**src/rtl/demux_lane_collector_pkg.sv**
```systemverilog
// Shared lane constants and helpers for the demux lane collector.
// Words are assembled MSB-first: the first bit received on a lane ends up in bit WORD_W-1.
package demux_lane_collector_pkg;

    localparam int NUM_LANES  = 4;
    localparam int LANE_IDX_W = 2;

    typedef logic [LANE_IDX_W-1:0] lane_idx_t;

    localparam lane_idx_t LANE_A = 2'd0;
    localparam lane_idx_t LANE_B = 2'd1;
    localparam lane_idx_t LANE_C = 2'd2;
    localparam lane_idx_t LANE_D = 2'd3;

    function automatic logic [NUM_LANES-1:0] lane_onehot(input lane_idx_t idx);
        logic [NUM_LANES-1:0] oh;
        oh      = '0;
        oh[idx] = 1'b1;
        return oh;
    endfunction

endpackage

```
**src/rtl/demux_lane_collector_rr_arb4.sv**
```systemverilog
// Combinational 4-way round-robin arbiter: first request at or after ptr, ascending mod 4.
// The pointer register lives in the parent.
module rr_arb4
    import demux_lane_collector_pkg::*;
(
    input  logic [3:0] req,
    input  logic [1:0] ptr,
    output logic       grant_valid,
    output logic [1:0] grant_idx
);

    logic [7:0] req2;
    logic [3:0] rot;
    logic [1:0] offs;

    // Doubling the vector turns the modulo rotation into a plain part-select.
    assign req2 = {req, req};
    assign rot  = req2[ptr +: 4];

    always_comb begin
        // NOTE: every output of a combinational block gets a default first, so no path can infer a latch.
        offs = 2'd0;
        if (rot[0])      offs = 2'd0;
        else if (rot[1]) offs = 2'd1;
        else if (rot[2]) offs = 2'd2;
        else if (rot[3]) offs = 2'd3;
    end

    assign grant_valid = |rot;
    assign grant_idx   = lane_idx_t'(ptr + offs);

endmodule

```
**src/rtl/demux_lane_collector.sv**
```systemverilog
// Reassembles the four demux lanes into WORD_W-bit words and hands them out one at a time
// through a registered valid/ready slot, flagging demux protocol errors and lane overflow.
module demux_lane_collector
    import demux_lane_collector_pkg::*;
#(
    parameter int WORD_W = 8
) (
    input  logic              clk,
    input  logic              rst_n,
    input  logic              in_valid,
    input  logic [1:0]        lane_sel,
    input  logic [3:0]        lane_in,
    output logic              out_valid,
    input  logic              out_ready,
    output logic [WORD_W-1:0] out_data,
    output logic [1:0]        out_lane,
    output logic [3:0]        ovf,
    output logic              proto_err,
    input  logic              clr_flags
);

    localparam int              CNT_W    = $clog2(WORD_W + 1);
    localparam logic [CNT_W-1:0] CNT_FULL = CNT_W'(WORD_W);

    logic [WORD_W-1:0]    shreg [NUM_LANES];
    logic [CNT_W-1:0]     cnt   [NUM_LANES];
    logic [NUM_LANES-1:0] full;
    logic [NUM_LANES-1:0] sel_oh;
    logic [NUM_LANES-1:0] ovf_set;
    logic                 proto_set;
    logic                 cap_bit;
    logic                 slot_free;
    logic                 load;
    logic                 grant_valid;
    lane_idx_t            grant_idx;
    lane_idx_t            rr_ptr;

    always_comb begin
        full = '0;
        for (int k = 0; k < NUM_LANES; k++) full[k] = (cnt[k] == CNT_FULL);
    end

    assign sel_oh    = lane_onehot(lane_sel);
    assign cap_bit   = lane_in[lane_sel];
    assign ovf_set   = in_valid ? (sel_oh & full) : '0;
    assign proto_set = in_valid && |(lane_in & ~sel_oh);
    assign slot_free = !out_valid || out_ready;
    assign load      = slot_free && grant_valid;

    rr_arb4 u_arb (
        .req         (full),
        .ptr         (rr_ptr),
        .grant_valid (grant_valid),
        .grant_idx   (grant_idx)
    );

    // A granted lane is always full, so it can never also capture in the same cycle.
    always_ff @(posedge clk or negedge rst_n) begin
        if (!rst_n) begin
            // NOTE: the lane arrays are reset explicitly; a partial word must never survive a reset.
            for (int k = 0; k < NUM_LANES; k++) begin
                shreg[k] <= '0;
                cnt[k]   <= '0;
            end
        end else begin
            for (int k = 0; k < NUM_LANES; k++) begin
                if (load && grant_idx == lane_idx_t'(k)) begin
                    cnt[k] <= '0;
                end else if (in_valid && sel_oh[k] && !full[k]) begin
                    // NOTE: state updates use non-blocking assignment so every lane sees pre-edge values.
                    shreg[k] <= {shreg[k][WORD_W-2:0], cap_bit};
                    cnt[k]   <= cnt[k] + CNT_W'(1);
                end
            end
        end
    end

    always_ff @(posedge clk or negedge rst_n) begin
        if (!rst_n) begin
            out_valid <= 1'b0;
            out_data  <= '0;
            out_lane  <= LANE_A;
            rr_ptr    <= LANE_A;
        end else if (load) begin
            out_valid <= 1'b1;
            out_data  <= shreg[grant_idx];
            out_lane  <= grant_idx;
            rr_ptr    <= lane_idx_t'(grant_idx + 2'd1);
        end else if (out_ready) begin
            out_valid <= 1'b0;
        end
    end

    // Flags are sticky; a set event in the clearing cycle still wins.
    always_ff @(posedge clk or negedge rst_n) begin
        if (!rst_n) begin
            ovf       <= '0;
            proto_err <= 1'b0;
        end else begin
            ovf       <= (clr_flags ? 4'b0000 : ovf) | ovf_set;
            proto_err <= (proto_err && !clr_flags) || proto_set;
        end
    end

endmodule

```
**config.mk**
```make
export PLATFORM = sky130hd
export DESIGN_NAME = demux_lane_collector
export DESIGN_NICKNAME = d
export VERILOG_FILES = /design/src/rtl/demux_lane_collector_pkg.sv /design/src/rtl/demux_lane_collector_rr_arb4.sv /design/src/rtl/demux_lane_collector.sv
export SDC_FILE = /design/constraint.sdc
export NUM_CORES = 1
export LEC_CHECK = 0
export CAP_MARGIN = 15
export CELL_PAD_IN_SITES_DETAIL_PLACEMENT = 0
export CELL_PAD_IN_SITES_GLOBAL_PLACEMENT = 1
export CORE_MARGIN = 2
export CORE_UTILIZATION = 43
export DETAILED_ROUTE_END_ITERATION = 10
export MAX_ROUTING_LAYER = met4
export PLACE_DENSITY = 0.76
export SYNTH_ARGS = -nofsm -noshare
export SYNTH_HDL_FRONTEND = slang
export SYNTH_SLANG_ARGS = --single-unit
```
**constraint.sdc**
```tcl
create_clock -name clk -period 3.3 [get_ports clk]
set_input_delay 0.66 -clock clk [delete_from_list [all_inputs] [get_ports clk]]
set_output_delay 0.66 -clock clk [all_outputs]
set_load 0.03 [all_outputs]
```
* After elaboration in Yosys (flattened, before gate mapping)
Cells that the tools add are included.
Storage, ports and cells: bits in registers 66, bits in latches 0, RAM bits 0, memory bits (read-only) 0, bits of input ports 11, output and inout port bits 16, word-level logic and storage cells 99, memories kept 0
Operators by class: add/subtract/negate cells 6, multiply operators 0, div/mod/pow operators 0, magnitude comparators 3, equal/unequal tests 7, shifts and indexed selects 1, mux-type cells 23, bitwise operators 9, reductions and logical operators 36
Operators by type and width (number):
- two-way mux 4 bit | 10
- adder 4 x 1 -> 4 bit, second input constant | 4
- binary-select mux 8 bit (select 2 bit) | 1
- equality test 4 bit, second input constant | 4
- logical AND 1 bit | 16
- two-way mux 8 bit | 2
- nonzero test 2 bit | 5
- bitwise AND 4 bit | 2
- two-way mux 2 bit | 4
- AND reduction 2 bit | 4
- OR reduction 4 bit | 2
- variable part select 8 x 3 -> 4 bit | 1
- zero test 1 bit | 6
- equality test 2 bit, second input constant | 2
- two-way mux 1 bit | 4
- inverter 1 bit | 4
- inverter 4 bit | 1
- bitwise OR 4 bit | 1
- greater-or-equal comparator 3 bit, second input constant | 1
- less-than comparator 2 x 3 -> 1 bit, second input constant | 1
- inverter 2 -> 3 bit | 1
- adder 2 x 1 -> 2 bit, second input constant | 1
- adder 2 bit | 1
- binary-select mux 1 bit (select 2 bit) | 1
- other kinds (5) | 6

* Logic depth before layout (Yosys ltp)
Gate-level depths: netlist of run 1.
depth after elaboration 11, depth in mapped cells 15, mapped depth without buffers 14

* By module
From an unflattened synthesis of run 1, not the netlist that was laid out.
Second synthesis, totals: cells, all modules 274, area, all modules 3369.5 µm²
By module, submodules not included:
- demux_lane_collector | instances 1, cells an instance 252, area an instance 3208.1 µm², seq. area each 1651.6 µm²
- rr_arb4 | instances 1, cells an instance 22, area an instance 161.4 µm², seq. area each 0.0 µm²

* Worst setup path after synthesis of run 1
Ideal clock, no wire load.
path kind flip-flop to flip-flop, start register cnt[12] (netlist bit), end register out_data[1], setup time 0.124 ns, arrival time 2.954 ns, required time 3.176 ns, setup slack 0.222 ns, cell stages (with the launch flop) 14, path buffers 1, period minus slack after synthesis 3.078 ns, cell sequence dfrtp_1 > inv_1 > ha_1 > and3b_1 > nor3_1 > a311oi_1 > o21ai_0 > ha_1 > buf_1 > mux2_2 > nand2_1 > mux2i_1 > a211o_1 > a211o_1
On the way: cells in the longest elaborated chain, start to end 11, elaborated cells on any way between the ends 13, classes of those cells add/sub (1); eq/ne (1); shift (1); mux (7); bitwise (1); reduce/logical (2)
Ends and longest elaborated chain:
- start: declaration | line demux_lane_collector.sv:26 | logic [CNT_W-1:0] cnt [NUM_LANES];
- start signal: indexed assignment | line demux_lane_collector.sv:72 | cnt[k] <= cnt[k] + CNT_W'(1);
- equality test 4 bit (*) | line demux_lane_collector.sv:40 | for (int k = 0; k < NUM_LANES; k++) full[k] = (cnt[k] == CNT_FULL);
- variable part select 8 x 3 -> 4 bit (*) | line demux_lane_collector_rr_arb4.sv:18 | assign rot = req2[ptr +: 4];
- two-way mux 2 bit | line demux_lane_collector_rr_arb4.sv:26 | else if (rot[3]) offs = 2'd3;
- two-way mux 2 bit | line demux_lane_collector_rr_arb4.sv:25 | else if (rot[2]) offs = 2'd2;
- two-way mux 2 bit | line demux_lane_collector_rr_arb4.sv:24 | else if (rot[1]) offs = 2'd1;
- two-way mux 2 bit (*) | line demux_lane_collector_rr_arb4.sv:23 | if (rot[0]) offs = 2'd0;
- adder 2 bit (*) | line demux_lane_collector_rr_arb4.sv:30 | assign grant_idx = lane_idx_t'(ptr + offs);
- named net grant_idx[0] | line demux_lane_collector.sv:35 | lane_idx_t grant_idx;
- inverter 2 -> 3 bit (not written as such) (*) | line demux_lane_collector.sv:86 | out_data <= shreg[grant_idx];
- binary-select mux 8 bit (select 2 bit) (*) | line demux_lane_collector.sv:86
- two-way mux 8 bit (not written as such) (*) (2 in a row) | line demux_lane_collector.sv:86
- end signal: assignment | line demux_lane_collector.sv:86
- end: declaration | line demux_lane_collector.sv:15 | output logic [WORD_W-1:0] out_data,
Mark *: on every way through the listed nets, which the timed path passes. The rest lies on a longest branch. The select of a mux whose other input is x is not followed. A chain may end at the register's enable or synchronous reset.

* Final worst setup path of run 1
start register cnt[8] (netlist bit), end register out_data[2]
Same word-level chain as after synthesis.

==> tab_implementation.tex, run 1 <==
\begin{tabular}{lr}
\hline
Metric & Value \\
\hline
\multicolumn{2}{l}{\textbf{Run status}} \\
\quad Result of the run & finished clean \\
\multicolumn{2}{l}{\textbf{Critical path}} \\
\quad Largest driver fanout on the critical path & 22 \\
\quad Critical path data arrival time & 3.31 ns \\
\quad Critical path endpoint category & flip-flop \\
\quad Reg2reg start & cnt[8] \\
\quad Category of the most critical setup path & reg -> reg \\
\quad FF-to-FF setup slack & 0.21 ns \\
\quad Setup crit start kind & flip-flop \\
\quad R2R cell count & 14 \\
\quad Required time at the endpoint of the critical path & 3.52 ns \\
\quad R2r endpoint & out\_data[2] \\
\multicolumn{2}{l}{\textbf{Synthesis}} \\
\quad Adder and majority gate portion of the synthesized area & 2.98\% \\
\quad EDFF count, synth & 0 \\
\quad Post-synth top flop & sky130\_fd\_sc\_hd\_\_dfrtp\_1 \\
\quad Count of cell types in the netlist & 47 \\
\quad Xor/xnor cell area share of the yosys netlist & 4.86\% \\
\quad Gate Count Post-Synth & 349 \\
\quad Fraction of synthesized area in multiplexers & 18.0\% \\
\quad Compound-gate portion of the synthesized area & 13.5\% \\
\quad Basic-gate share of the synthesized area counting and, or, nand and nor cells & 13.9\% \\
\quad Async SR Flop Fraction & 100\% \\
\quad Seq/Total Area, Yosys & 43.6\% \\
\quad Main combinational cell family by area after synthesis & multiplexers \\
\quad Synthesized flop and latch total & 66 \\
\quad Synthesized area per cell & 10.8 µm² \\
\quad Synthesis Warnings & 0 \\
\quad Nets in the synthesized netlist & 369 \\
\quad Total standard cell area after synthesis & 3780 µm² \\
\multicolumn{2}{l}{\textbf{Timing}} \\
\quad Shortest period the worst path allows & 3.09 ns \\
\quad Portion of the clock cycle consumed by the worst path in the final layout & 93.6\% \\
\quad Slew of the pin with the lowest slew margin & 0.789 ns \\
\quad Fin. max-slew vios & 0 \\
\quad Worst clock skew & 0.0105 ns \\
\quad Final count of hold timing violations & 0 \\
\quad Min Hold Slack & 0.397 ns \\
\quad Slew margin rel. & 47.4\% \\
\quad Post-route setup slack & 0.212 ns \\
\quad Post-route setup TNS & 0 ns \\
\quad Total of endpoints with negative setup slack in the final report & 0 \\
\quad Achievable frequency & 324 MHz \\
\multicolumn{2}{l}{\textbf{Route}} \\
\quad Via density per instance & 5.51 \\
\quad DRC violation count after routing & 0 \\
\quad Detailed-route via count & 2745 \\
\quad Wire length per cell & 16.0 µm \\
\quad Number of nets still failing antenna checks after routing & 0 \\
\quad DR pass1 iterations & 4 \\
\quad Total Wirelength & 7980 µm \\
\quad Count of routing violations after the opening detailed-route iteration & 175 \\
\multicolumn{2}{l}{\textbf{Hold path}} \\
\quad Hold Path Class & in -> async \\
\multicolumn{2}{l}{\textbf{CTS}} \\
\quad Maximum clock path buffer count & 2 \\
\quad H-tree depth & 3 \\
\quad Clock tree from TritonCTS & built \\
\quad Clock transition time at the flip-flop clock pins of the worst setup and hold paths & 0.07 ns \\
\quad Root buffer selected by CTS & sky130\_fd\_sc\_hd\_\_clkbuf\_8 \\
\quad TritonCTS sink count & 66 \\
\quad Number of buffers created by CTS & 9 \\
\quad Clock latency of the later-clocked register in the worst-skew pair & 0.34 ns \\
\multicolumn{2}{l}{\textbf{Place}} \\
\quad Setup slack after placement & 0.199 ns \\
\quad Number of placed instances, taps included & 481 \\
\quad DP HPWL & 5840 µm \\
\quad Final Wtd Congestion & 0.829 \\
\quad Port Buffer Count & 26 \\
\multicolumn{2}{l}{\textbf{Job}} \\
\quad Max\_cap viols & 0 \\
\multicolumn{2}{l}{\textbf{Power and ir drop}} \\
\quad Tot Pwr & 0.00469 W \\
\quad Power Dens Cells & 1050 nW/µm² \\
\quad Worst VDD drop & 0.577 mV \\
\quad LEAKAGE & 2.05 nW \\
\multicolumn{2}{l}{\textbf{GRT}} \\
\quad Largest net degree at the start of global routing & 35 \\
\quad Overflow left after global routing & 0 \\
\quad Global routing usage summed across all routing layers & 17.9\% \\
\quad Number of global-route vias before repair & 2668 \\
\quad Global-route wire length before repair & 13400 µm \\
\quad Number of antenna violations at the first check in global routing & 0 \\
\multicolumn{2}{l}{\textbf{Layout}} \\
\quad Cell Count, Final, Fillers Out & 498 \\
\quad Most frequent cells in the layout & sky130\_fd\_sc\_hd\_\_dfrtp\_1 (66), sky130\_fd\_sc\_hd\_\_mux2\_2 (44), sky130\_fd\_sc\_hd\_\_nand2\_1 (33) \\
\quad Layout fillers & 783 \\
\quad Share of final-layout standard cells stronger than drive strength 1 & 21.8\% \\
\quad Commonest non-fill, non-tap cell in the layout & sky130\_fd\_sc\_hd\_\_dfrtp\_1 \\
\quad Count of nets after finishing & 405 \\
\quad Area Overhead vs Synth & 17.7\% \\
\quad Antenna fix cells & 0 \\
\multicolumn{2}{l}{\textbf{Floorplanning}} \\
\quad Number of top-level pins & 27 \\
\quad Die height & 97.8 µm \\
\quad Area of the die & 9570 µm² \\
\quad Horizontal die dimension & 97.8 µm \\
\quad Initial standard-cell utilization of the core & 43.8\% \\
\quad Count of standard-cell rows & 34 \\
\quad Placeable Area & 8640 µm² \\
\hline
\end{tabular}
[final cells by class]
type	instances	area, µm²	share of cell area (%)
clock buffers	11	141	3.18
clock inverters	5	77.6	1.74
inverters	14	52.6	1.18
multi-input cells	255	2020	45.3
flip-flops and latches	66	1650	37.1
well taps	108	135	3.03
repair buffers	39	378	8.49
[state kept, by name, indices dropped and copies added, names as in the netlist]
| register | flops |
|---|---|
| cnt | 16 |
| out_data | 8 |
| out_lane | 2 |
| out_valid | 1 |
| ovf | 4 |
| proto_err | 1 |
| rr_ptr | 2 |
| shreg | 32 |
[per-layer routing]
| metal | up-vias | track usage (%) | part of all wire [%] |
|---|---|---|---|
| li1 | 1333 | - | - |
| met1 | 1370 | 25.7 | 51 |
| met2 | 33 | 25.8 | 45 |
| met3 | 9 | 2.65 | 1.9 |
| met4 | 0 | 6.41 | 1.4 |
| met5 | - | - | 0 |
[worst max-delay path, cell delays in order, from the launching register on]
cell and delay (ns):
sky130_fd_sc_hd__dfrtp_1 0.40, sky130_fd_sc_hd__inv_1 0.06, sky130_fd_sc_hd__ha_1 0.20, sky130_fd_sc_hd__nand3b_1 0.18, sky130_fd_sc_hd__nand2_1 0.13, sky130_fd_sc_hd__nor3b_1 0.15
sky130_fd_sc_hd__a21oi_1 0.13, sky130_fd_sc_hd__o21ai_0 0.10, sky130_fd_sc_hd__ha_1 0.32, sky130_fd_sc_hd__buf_12 0.18, sky130_fd_sc_hd__mux2_2 0.40, sky130_fd_sc_hd__nand2_1 0.08
sky130_fd_sc_hd__mux2i_1 0.06, sky130_fd_sc_hd__a211o_1 0.26, sky130_fd_sc_hd__a211o_1 0.31
[worst max-delay path by stage]
stage          startpoint     endpoint  slack, ns
5_1_grt            cnt[8]  out_data[2]      -0.01
6_report           cnt[8]  out_data[2]       0.21
2_1_floorplan     cnt[12]  out_data[1]       0.22
4_1_cts            cnt[8]  out_data[2]       0.20
3_3_place_gp       cnt[8]  out_data[2]       0.21
3_5_place_dp       cnt[8]  out_data[2]       0.20
[per-stage QoR]
stage	cell area, µm²	utilization (%)
6_report	4450	51.6
5_1_grt	4450	51.6
4_1_cts	4440	51.5
3_5_place_dp	4230	48.9
3_3_place_gp	4230	48.9
2_1_floorplan	3780	-
[Yosys cell counts (all sizes together), types with 9 or more instances]
cell | count | area [µm²]
a21oi | 13 | 68.8
mux2 | 48 | 541
nand2 | 33 | 124
a211o | 17 | 149
inv | 14 | 52.6
clkbuf | 10 | 37.5
mux2i | 12 | 120
nor2 | 25 | 93.8
dfrtp | 66 | 1650
ha | 9 | 113
o21ai | 14 | 92.6
[where the power goes]
group	internal, W	switching (W)
registers	0.00115	0.000272
clock network	0.000444	0.000304
logic	0.00119	0.00133
[kinds of logic (layout without fill, tap and decap cells)]
logic type / after synthesis / count (layout)
AO/OA/AOI/OAI: 66 / 66
XOR/XNOR: 16 / 16
adder cells (fa/ha/maj): 9 / 9
buffers and inverters: 28 / 69
flip-flops: 66 / 66
multiplexers: 61 / 61
AND/OR/NAND/NOR: 103 / 103
[timing repair]
item / in CTS / in global routing
endpoints found under the setup margin: 0 / 5
setup buffers: 0 / 1
hold buffers: 0 / 0
resized for setup: 0 / 1
Power figures use the tool's default switching activity.
==> run 2: changes to the inputs <==
CORE_MARGIN = default   (was 2)
CTS_CLUSTER_SIZE = 24   (was default)
PLACE_DENSITY = 0.75   (was 0.76)
SYNTH_HIERARCHICAL = 1   (was default)
==> tab_implementation.tex, run 2 <==
\begin{tabular}{lr}
\hline
Metric & Value \\
\hline
\multicolumn{2}{l}{\textbf{CTS}} \\
\quad Clock latency of the later-clocked register in the worst-skew pair & 0.34 ns (about the same) \\
\quad Number of buffers created by CTS & 9 (unchanged) \\
\quad Clock tree from TritonCTS & built \\
\quad TritonCTS sink count & 66 (unchanged) \\
\quad Maximum clock path buffer count & 2 (unchanged) \\
\quad Clock transition time at the flip-flop clock pins of the worst setup and hold paths & 0.08 ns (about the same) \\
\quad H-tree depth & 3 (unchanged) \\
\quad Number of buffers added to fix hold violations after cts & 0 (unchanged) \\
\quad Root buffer selected by CTS & sky130\_fd\_sc\_hd\_\_clkbuf\_8 \\
\multicolumn{2}{l}{\textbf{Timing}} \\
\quad Achievable frequency & 317 MHz (-2.2\%) \\
\quad Worst clock skew & 0.00853 ns (-0.00195 ns) \\
\quad Slew of the pin with the lowest slew margin & 0.554 ns (-0.235 ns) \\
\quad Slew margin rel. & 63.1\% (+16 points) \\
\quad Shortest period the worst path allows & 3.16 ns (+0.0708 ns) \\
\quad Fin. max-slew vios & 0 (unchanged) \\
\quad Portion of the clock cycle consumed by the worst path in the final layout & 95.7\% (+2.1 points) \\
\quad Total of endpoints with negative setup slack in the final report & 0 (unchanged) \\
\quad Final count of hold timing violations & 0 (unchanged) \\
\multicolumn{2}{l}{\textbf{Place}} \\
\quad DP HPWL & 4920 µm (-16\%) \\
\quad Final Wtd Congestion & 0.841 (+1.5\%) \\
\quad Number of placed instances, taps included & 409 (-15\%) \\
\quad Port Buffer Count & 26 (unchanged) \\
\multicolumn{2}{l}{\textbf{Layout}} \\
\quad Antenna fix cells & 0 (unchanged) \\
\quad Biggest register & shreg \\
\quad Count of nets after finishing & 352 (-13\%) \\
\quad Area Overhead vs Synth & 23.3\% \\
\quad Cell Count, Final, Fillers Out & 432 (-13\%) \\
\quad Commonest non-fill, non-tap cell in the layout & sky130\_fd\_sc\_hd\_\_dfrtp\_1 \\
\quad Number of flip-flops in the largest register & 32 (unchanged) \\
\quad Largest registers & shreg (32), cnt (16), out\_data (8) \\
\quad Share of final-layout standard cells stronger than drive strength 1 & 33.0\% (+11 points) \\
\quad Most frequent cells in the layout & sky130\_fd\_sc\_hd\_\_dfrtp\_1 (66), sky130\_fd\_sc\_hd\_\_mux2\_2 (42), sky130\_fd\_sc\_hd\_\_clkdlybuf4s50\_1 (25) \\
\multicolumn{2}{l}{\textbf{Synthesis}} \\
\quad Area leader, netlist & sky130\_fd\_sc\_hd\_\_dfrtp\_1 \\
\quad Post-synth top flop & sky130\_fd\_sc\_hd\_\_dfrtp\_1 \\
\quad Gate Count Post-Synth & 274 (-21\%) \\
\quad Top cell type's share of synthesized area & 49.0\% (+5.4 points) \\
\quad Total standard cell area after synthesis & 3370 µm² (-11\%) \\
\quad Top cells by area in the synthesized netlist & sky130\_fd\_sc\_hd\_\_dfrtp\_1 (49\%), sky130\_fd\_sc\_hd\_\_mux2\_2 (14\%), sky130\_fd\_sc\_hd\_\_mux4\_2 (6.0\%) \\
\quad Seq/Total Area, Yosys & 49.0\% (+5.4 points) \\
\quad Leading cell type by number of instances after synthesis & sky130\_fd\_sc\_hd\_\_dfrtp\_1 \\
\quad Commonest cells in the synthesized netlist & sky130\_fd\_sc\_hd\_\_dfrtp\_1 (66), sky130\_fd\_sc\_hd\_\_mux2\_2 (42), sky130\_fd\_sc\_hd\_\_inv\_1 (25) \\
\quad Synthesized area per cell & 12.3 µm² (+13\%) \\
\quad Nets in the synthesized netlist & 298 (-19\%) \\
\quad EDFF count, synth & 0 (unchanged) \\
\quad Async SR Flop Fraction & 100\% (unchanged) \\
\quad Count of cell types in the netlist & 40 (-15\%) \\
\quad Synthesis Warnings & 6 (+6) \\
\quad Synthesized flop and latch total & 66 (unchanged) \\
\multicolumn{2}{l}{\textbf{Route}} \\
\quad Detailed-route via count & 2353 (-14\%) \\
\quad Count of routing violations after the opening detailed-route iteration & 90 (-49\%) \\
\quad DR pass1 iterations & 4 (unchanged) \\
\quad Total Wirelength & 6940 µm (-13\%) \\
\quad Via density per instance & 5.45 (-1.2\%) \\
\quad Wire length per cell & 16.1 µm (+0.29\%) \\
\quad DRC violation count after routing & 0 (unchanged) \\
\quad Number of nets still failing antenna checks after routing & 0 (unchanged) \\
\multicolumn{2}{l}{\textbf{GRT}} \\
\quad Number of global-route vias before repair & 2411 (-9.6\%) \\
\quad Met2 track utilization from global routing & 29.3\% (+3.5 points) \\
\quad GR Layer Usage met3 & 4.38\% (+1.7 points) \\
\quad Global-route wire length before repair & 12100 µm (-9.9\%) \\
\quad Number of antenna violations at the first check in global routing & 0 (unchanged) \\
\quad Largest net degree at the start of global routing & 25 (-29\%) \\
\quad Most Crowded Layer GR & met2 \\
\quad Global routing usage summed across all routing layers & 19.1\% (+1.2 points) \\
\quad Overflow left after global routing & 0 (unchanged) \\
\quad Global routing usage on met1 & 25.3\% (-0.38 points) \\
\multicolumn{2}{l}{\textbf{Critical path}} \\
\quad Critical path endpoint category & flip-flop \\
\quad Required time at the endpoint of the critical path & 3.53 ns (about the same) \\
\quad Critical path data arrival time & 3.39 ns (+0.08 ns) \\
\quad Category of the most critical setup path & reg -> reg \\
\quad Setup crit start kind & flip-flop \\
\quad Largest driver fanout on the critical path & 8 (-64\%) \\
\multicolumn{2}{l}{\textbf{Job}} \\
\quad Max\_cap viols & 0 (unchanged) \\
\multicolumn{2}{l}{\textbf{Power and ir drop}} \\
\quad Tot Pwr & 0.00415 W (-12\%) \\
\quad Power Dens Cells & 999 nW/µm² (-5.2\%) \\
\quad Worst VDD drop & 0.555 mV (-3.9\%) \\
\quad LEAKAGE & 1.83 nW (-11\%) \\
\multicolumn{2}{l}{\textbf{Run status}} \\
\quad Result of the run & finished clean \\
\multicolumn{2}{l}{\textbf{Floorplanning}} \\
\quad Count of standard-cell rows & 31 (-8.8\%) \\
\quad Area of the die & 8190 µm² (-14\%) \\
\quad Horizontal die dimension & 90.5 µm (-7.5\%) \\
\quad Die height & 90.5 µm (-7.5\%) \\
\quad Placeable Area & 7410 µm² (-14\%) \\
\quad Initial standard-cell utilization of the core & 45.5\% (+1.7 points) \\
\quad Number of top-level pins & 27 (unchanged) \\
\multicolumn{2}{l}{\textbf{Hold path}} \\
\quad Hold Path Class & in -> async \\
\hline
\end{tabular}
==> run 2: kinds of logic (layout without fill, tap and decap cells) <==
family                   after synthesis  in the layout  share of synthesized area, %
flip-flops                            66             66                          49.0
AO/OA/AOI/OAI                         55             55                          11.3
multiplexers                          53             53                          20.7
AND/OR/NAND/NOR                       52             52                          9.51
buffers and inverters                 33             92                          4.12
adder cells (fa/ha/maj)               13             13                          4.83
XOR/XNOR                               2              2                         0.520
==> run 2: cell type report <==
cell class | instances | area (µm²)
Multi-Input combinational cell | 175 | 1610
Fill cell | 638 | 3250
Clock buffer | 9 | 124
Inverter | 25 | 93.8
Timing Repair Buffer | 51 | 450
Clock inverter | 7 | 103
Sequential cell | 66 | 1650
Tap cell | 99 | 124
==> run 2: worst paths after layout <==
kind	start	to	slack, ns	depth (start not counted)
worst min register to register	out_data[5]	out_data[5]	0.51	1
max in group asynchronous	rst_n	shreg[24]	2.31	2
min in group clk	out_data[5]	out_data[5]	0.51	1
worst max register to register	cnt[0]	shreg[11]	0.14	16
worst min-delay path	rst_n	ovf[0]	0.28	1
worst max-delay path	cnt[0]	shreg[11]	0.14	16
==> run 2: critical path: stages, from the launching register on <==
cell and delay, ns:
sky130_fd_sc_hd__dfrtp_1 0.40, sky130_fd_sc_hd__inv_2 0.05, sky130_fd_sc_hd__ha_1 0.19, sky130_fd_sc_hd__nand3b_1 0.11, sky130_fd_sc_hd__inv_2 0.08, sky130_fd_sc_hd__nor2b_1 0.15
sky130_fd_sc_hd__a21oi_1 0.17, sky130_fd_sc_hd__o22ai_1 0.10, sky130_fd_sc_hd__o21a_1 0.18, sky130_fd_sc_hd__ha_2 0.18, sky130_fd_sc_hd__xnor2_2 0.13, sky130_fd_sc_hd__xnor2_1 0.15
sky130_fd_sc_hd__buf_4 0.17, sky130_fd_sc_hd__ha_1 0.20, sky130_fd_sc_hd__a311oi_2 0.21, sky130_fd_sc_hd__buf_4 0.23, sky130_fd_sc_hd__mux2_2 0.35
==> run 2: layer usage <==
layer  vias to the layer above  part of all wire, %
met4                         0                  1.1
met1                      1190                   48
met3                         9                  2.7
li1                       1115                    -
met2                        39                   48
met5                         -                    0
==> run 2: power by group <==
group	internal (W)	switching, W
Sequential	0.00116	0.000260
Clock	0.000433	0.000340
Combinational	0.00104	0.000917
Total	0.00263	0.00152
==> run 2: through the flow <==
stage / setup WS, ns / instance area, µm² / util, % / TNS, ns / hold slack (ns)
3_3_place_gp: 0.134 / 3850 / 52.0 / 0 / 0.488
3_5_place_dp: 0.0502 / 3850 / 52.0 / 0 / 0.492
6_report: 0.141 / 4160 / 56.1 / 0 / 0.280
5_1_grt: -0.0184 / 4160 / 56.1 / -0.0430 / 0.305
2_1_floorplan: 0.00352 / 3380 / - / 0 / 0.364
4_1_cts: 0.0250 / 4080 / 55.0 / 0 / 0.299
==> run 2: repair_timing <==
item	in CTS	in global routing
endpoints found under the setup margin	0	36
setup buffers	0	7
resized for setup	0	9
==> run 3: changes to the inputs <==
--- a/config.mk
+++ b/config.mk
@@ -10,3 +10,3 @@
 export CELL_PAD_IN_SITES_GLOBAL_PLACEMENT = 1
-export CORE_UTILIZATION = 43
+export CORE_UTILIZATION = 41
 export CTS_CLUSTER_SIZE = 24
@@ -14,3 +14,3 @@
 export MAX_ROUTING_LAYER = met4
-export PLACE_DENSITY = 0.75
+export PLACE_DENSITY = 0.72
 export SYNTH_ARGS = -nofsm -noshare
--- a/constraint.sdc
+++ b/constraint.sdc
@@ -3,2 +3,2 @@
 set_output_delay 0.66 -clock clk [all_outputs]
-set_load 0.03 [all_outputs]
+set_load 0.1 [all_outputs]
==> tab_implementation.tex, run 3 (synthesis results as in run 2) <==
\begin{tabular}{lr}
\hline
Metric & Value \\
\hline
\multicolumn{2}{l}{\textbf{Timing}} \\
\quad Shortest period the worst path allows & 3.14 ns (-0.0223 ns) \\
\quad Portion of the clock cycle consumed by the worst path in the final layout & 95.0\% (-0.68 points) \\
\quad Fin. max-slew vios & 0 (unchanged) \\
\quad Post-route setup slack & 0.164 ns (+0.0223 ns) \\
\quad Total of endpoints with negative setup slack in the final report & 0 (unchanged) \\
\quad Slew of the pin with the lowest slew margin & 0.581 ns (+0.0272 ns) \\
\quad Min Hold Slack & 0.159 ns (-0.120 ns) \\
\quad Slew margin rel. & 61.3\% (-1.8 points) \\
\quad Final count of hold timing violations & 0 (unchanged) \\
\quad Worst clock skew & 0.0109 ns (+0.00241 ns) \\
\quad Achievable frequency & 319 MHz (+0.71\%) \\
\multicolumn{2}{l}{\textbf{Power and ir drop}} \\
\quad Total internal power & 0.00246 W (-6.5\%) \\
\quad LEAKAGE & 1.81 nW (-0.82\%) \\
\quad Power Dens Cells & 1060 nW/µm² (+6.2\%) \\
\quad Sequential Power Share & 33.2\% (-1.1 points) \\
\quad Share of total power consumed by net switching & 42.6\% (+6.0 points) \\
\quad Share of power burned in combinational logic & 52.0\% (+4.9 points) \\
\quad Power spent charging and discharging nets & 0.00183 W (+20\%) \\
\quad Tot Pwr & 0.00429 W (+3.3\%) \\
\quad Worst VDD drop & 0.702 mV (+26\%) \\
\quad Clock Power Share & 14.8\% (-3.8 points) \\
\multicolumn{2}{l}{\textbf{Layout}} \\
\quad Number of flip-flops in the largest register & 32 (unchanged) \\
\quad Antenna fix cells & 0 (unchanged) \\
\quad Layout fillers & 717 (+12\%) \\
\quad Count of nets after finishing & 348 (-1.1\%) \\
\quad Commonest non-fill, non-tap cell in the layout & sky130\_fd\_sc\_hd\_\_dfrtp\_1 \\
\quad Largest registers & shreg (32), cnt (16), out\_data (8) \\
\quad Share of final-layout standard cells stronger than drive strength 1 & 35.6\% (+2.5 points) \\
\quad Biggest register & shreg \\
\quad Most frequent cells in the layout & sky130\_fd\_sc\_hd\_\_dfrtp\_1 (66), sky130\_fd\_sc\_hd\_\_mux2\_2 (42), sky130\_fd\_sc\_hd\_\_buf\_4 (35) \\
\quad Final design utilization & 51.5\% (-4.6 points) \\
\quad Area Overhead vs Synth & 19.9\% \\
\multicolumn{2}{l}{\textbf{Floorplanning}} \\
\quad Horizontal die dimension & 92.7 µm (+2.4\%) \\
\quad Area of the die & 8580 µm² (+4.8\%) \\
\quad Count of standard-cell rows & 32 (+3.2\%) \\
\quad Die height & 92.7 µm (+2.4\%) \\
\quad Number of top-level pins & 27 (unchanged) \\
\quad Placeable Area & 7850 µm² (+5.9\%) \\
\quad Initial standard-cell utilization of the core & 42.9\% (-2.5 points) \\
\multicolumn{2}{l}{\textbf{CTS}} \\
\quad Clock transition time at the flip-flop clock pins of the worst setup and hold paths & 0.07 ns (about the same) \\
\quad Maximum clock path buffer count & 2 (unchanged) \\
\quad Clock latency of the later-clocked register in the worst-skew pair & 0.34 ns (about the same) \\
\quad Clock tree from TritonCTS & built \\
\quad TritonCTS sink count & 66 (unchanged) \\
\quad Number of buffers created by CTS & 9 (unchanged) \\
\quad H-tree depth & 3 (unchanged) \\
\quad Root buffer selected by CTS & sky130\_fd\_sc\_hd\_\_clkbuf\_8 \\
\multicolumn{2}{l}{\textbf{Critical path}} \\
\quad Cell at the slowest stage of the critical path & sky130\_fd\_sc\_hd\_\_dfrtp\_1 \\
\quad Category of the most critical setup path & reg -> reg \\
\quad Critical path endpoint category & flip-flop \\
\quad Delay contributed by the slowest stage of the critical path & 0.40 ns (about the same) \\
\quad Cell breakdown of the critical path & inv\_1 -> ha\_1 -> nand3b\_1 -> inv\_2 -> and2b\_1 -> nand2\_1 -> o211ai\_1 -> o21a\_1 -> ha\_1 -> xnor2\_1 -> xnor2\_1 -> buf\_4 -> ha\_1 -> a311oi\_2 -> buf\_6 -> mux2\_2 \\
\quad FF-to-FF setup slack & 0.16 ns (+0.02 ns) \\
\quad Setup crit start kind & flip-flop \\
\quad Crit path top cell by count & sky130\_fd\_sc\_hd\_\_ha\_1 \\
\quad Required time at the endpoint of the critical path & 3.52 ns (about the same) \\
\quad Critical path data arrival time & 3.36 ns (-0.03 ns) \\
\quad Largest driver fanout on the critical path & 8 (unchanged) \\
\multicolumn{2}{l}{\textbf{Hold path}} \\
\quad Hold Path Class & in -> async \\
\multicolumn{2}{l}{\textbf{GRT}} \\
\quad Overflow left after global routing & 0 (unchanged) \\
\quad Number of global-route vias before repair & 2367 (-1.8\%) \\
\quad Largest net degree at the start of global routing & 36 (+44\%) \\
\quad Number of antenna violations at the first check in global routing & 0 (unchanged) \\
\quad Global-route wire length before repair & 11900 µm (-1.5\%) \\
\quad Global routing usage summed across all routing layers & 18.7\% (-0.36 points) \\
\multicolumn{2}{l}{\textbf{Place}} \\
\quad Final Wtd Congestion & 0.771 (-8.3\%) \\
\quad DP HPWL & 4990 µm (+1.5\%) \\
\quad Port Buffer Count & 26 (unchanged) \\
\quad Setup slack after placement & 0.0773 ns (+0.0270 ns) \\
\multicolumn{2}{l}{\textbf{Route}} \\
\quad Total Wirelength & 6910 µm (-0.39\%) \\
\quad DR pass1 iterations & 4 (unchanged) \\
\quad DRC violation count after routing & 0 (unchanged) \\
\quad Number of nets still failing antenna checks after routing & 0 (unchanged) \\
\quad Count of routing violations after the opening detailed-route iteration & 100 (+11\%) \\
\quad Via density per instance & 5.40 (-0.83\%) \\
\quad Detailed-route via count & 2328 (-1.1\%) \\
\quad Wire length per cell & 16.0 µm (-0.16\%) \\
\multicolumn{2}{l}{\textbf{Job}} \\
\quad Max\_cap viols & 0 (unchanged) \\
\multicolumn{2}{l}{\textbf{Run status}} \\
\quad Result of the run & finished clean \\
\hline
\end{tabular}
[run 3: changes by cell type in the layout (fill, tap and decap cells not counted), moves of 2 or more]
cell	delta
sky130_fd_sc_hd__ha_1	+2
sky130_fd_sc_hd__bufinv_16	-2
sky130_fd_sc_hd__buf_4	+12
sky130_fd_sc_hd__clkinv_4	-2
sky130_fd_sc_hd__clkinvlp_4	+2
sky130_fd_sc_hd__clkdlybuf4s50_1	-16
sky130_fd_sc_hd__ha_2	-2
sky130_fd_sc_hd__clkbuf_8	+2
[run 3: worst max-delay path, delay by kind of cell (launching register included)]
family | cells | cell delay (ns)
AOI/OAI and AO/OA | 3 | 0.50
DFF | 1 | 0.40
adders and majority gates | 3 | 0.52
muxes | 1 | 0.35
buffers and inverters | 4 | 0.56
and+or+nand+nor | 3 | 0.40
xor gates and xnor gates | 2 | 0.27
[run 3: worst paths after layout]
| check | from | to | cells after the start |
|---|---|---|---|
| setup / recovery | cnt[0] | shreg[1] | 16 |
| hold / removal | rst_n | cnt[8] | 1 |
| setup reg to reg | cnt[0] | shreg[1] | 16 |
| hold reg to reg | out_data[6] | out_data[6] | 1 |
| max in group asynchronous | rst_n | shreg[22] | 2 |
| min in group clk | out_data[6] | out_data[6] | 1 |
[run 3: cell type report]
cell class	instances	area, µm²	area share [%]
inverter	25	93.8	2.32
multi-input combinational	175	1590	39.3
sequential	66	1650	40.9
tap	102	128	3.16
clock inverter	5	37.5	0.929
timing repair buffer	47	389	9.63
clock buffer	11	151	3.75
[run 3: metal layers]
layer  vias up  global-route usage (%)  part of all wire [%]
li1       1112                       -                     -
met5         -                       -                     0
met4         0                    6.15                  0.98
met2        33                    29.6                    48
met1      1177                    23.7                    48
met3         6                    4.60                   3.0
[run 3: what timing repair did]
action | in CTS | in global routing
endpoints found under the hold margin | 0 | 0
setup endpoints to repair | 0 | 32
hold buffers | 0 | 0
gates resized for setup | 0 | 3
setup buffers | 0 | 4
[run 3: power groups by stage]
stage / registers (W) / logic [W] / clock network, W
after CTS: 0.00143 / 0.00218 / 0.000653
after floorplan: 0.00180 / 0.00127 / 0
after detailed placement: 0.00144 / 0.00217 / 0
after global routing: 0.00148 / 0.00243 / 0.000692
final: 0.00142 / 0.00223 / 0.000634
after global placement: 0.00144 / 0.00214 / 0
[run 3: stage by stage]
step                instances  cell area (µm²)  setup TNS [ns]
CTS                       427             4010               0
global route              431             4040         -0.0240
global placement          411             3820               0
detailed placement        411             3820               0
floorplan                 274             3380               0
finish                    431             4040               0
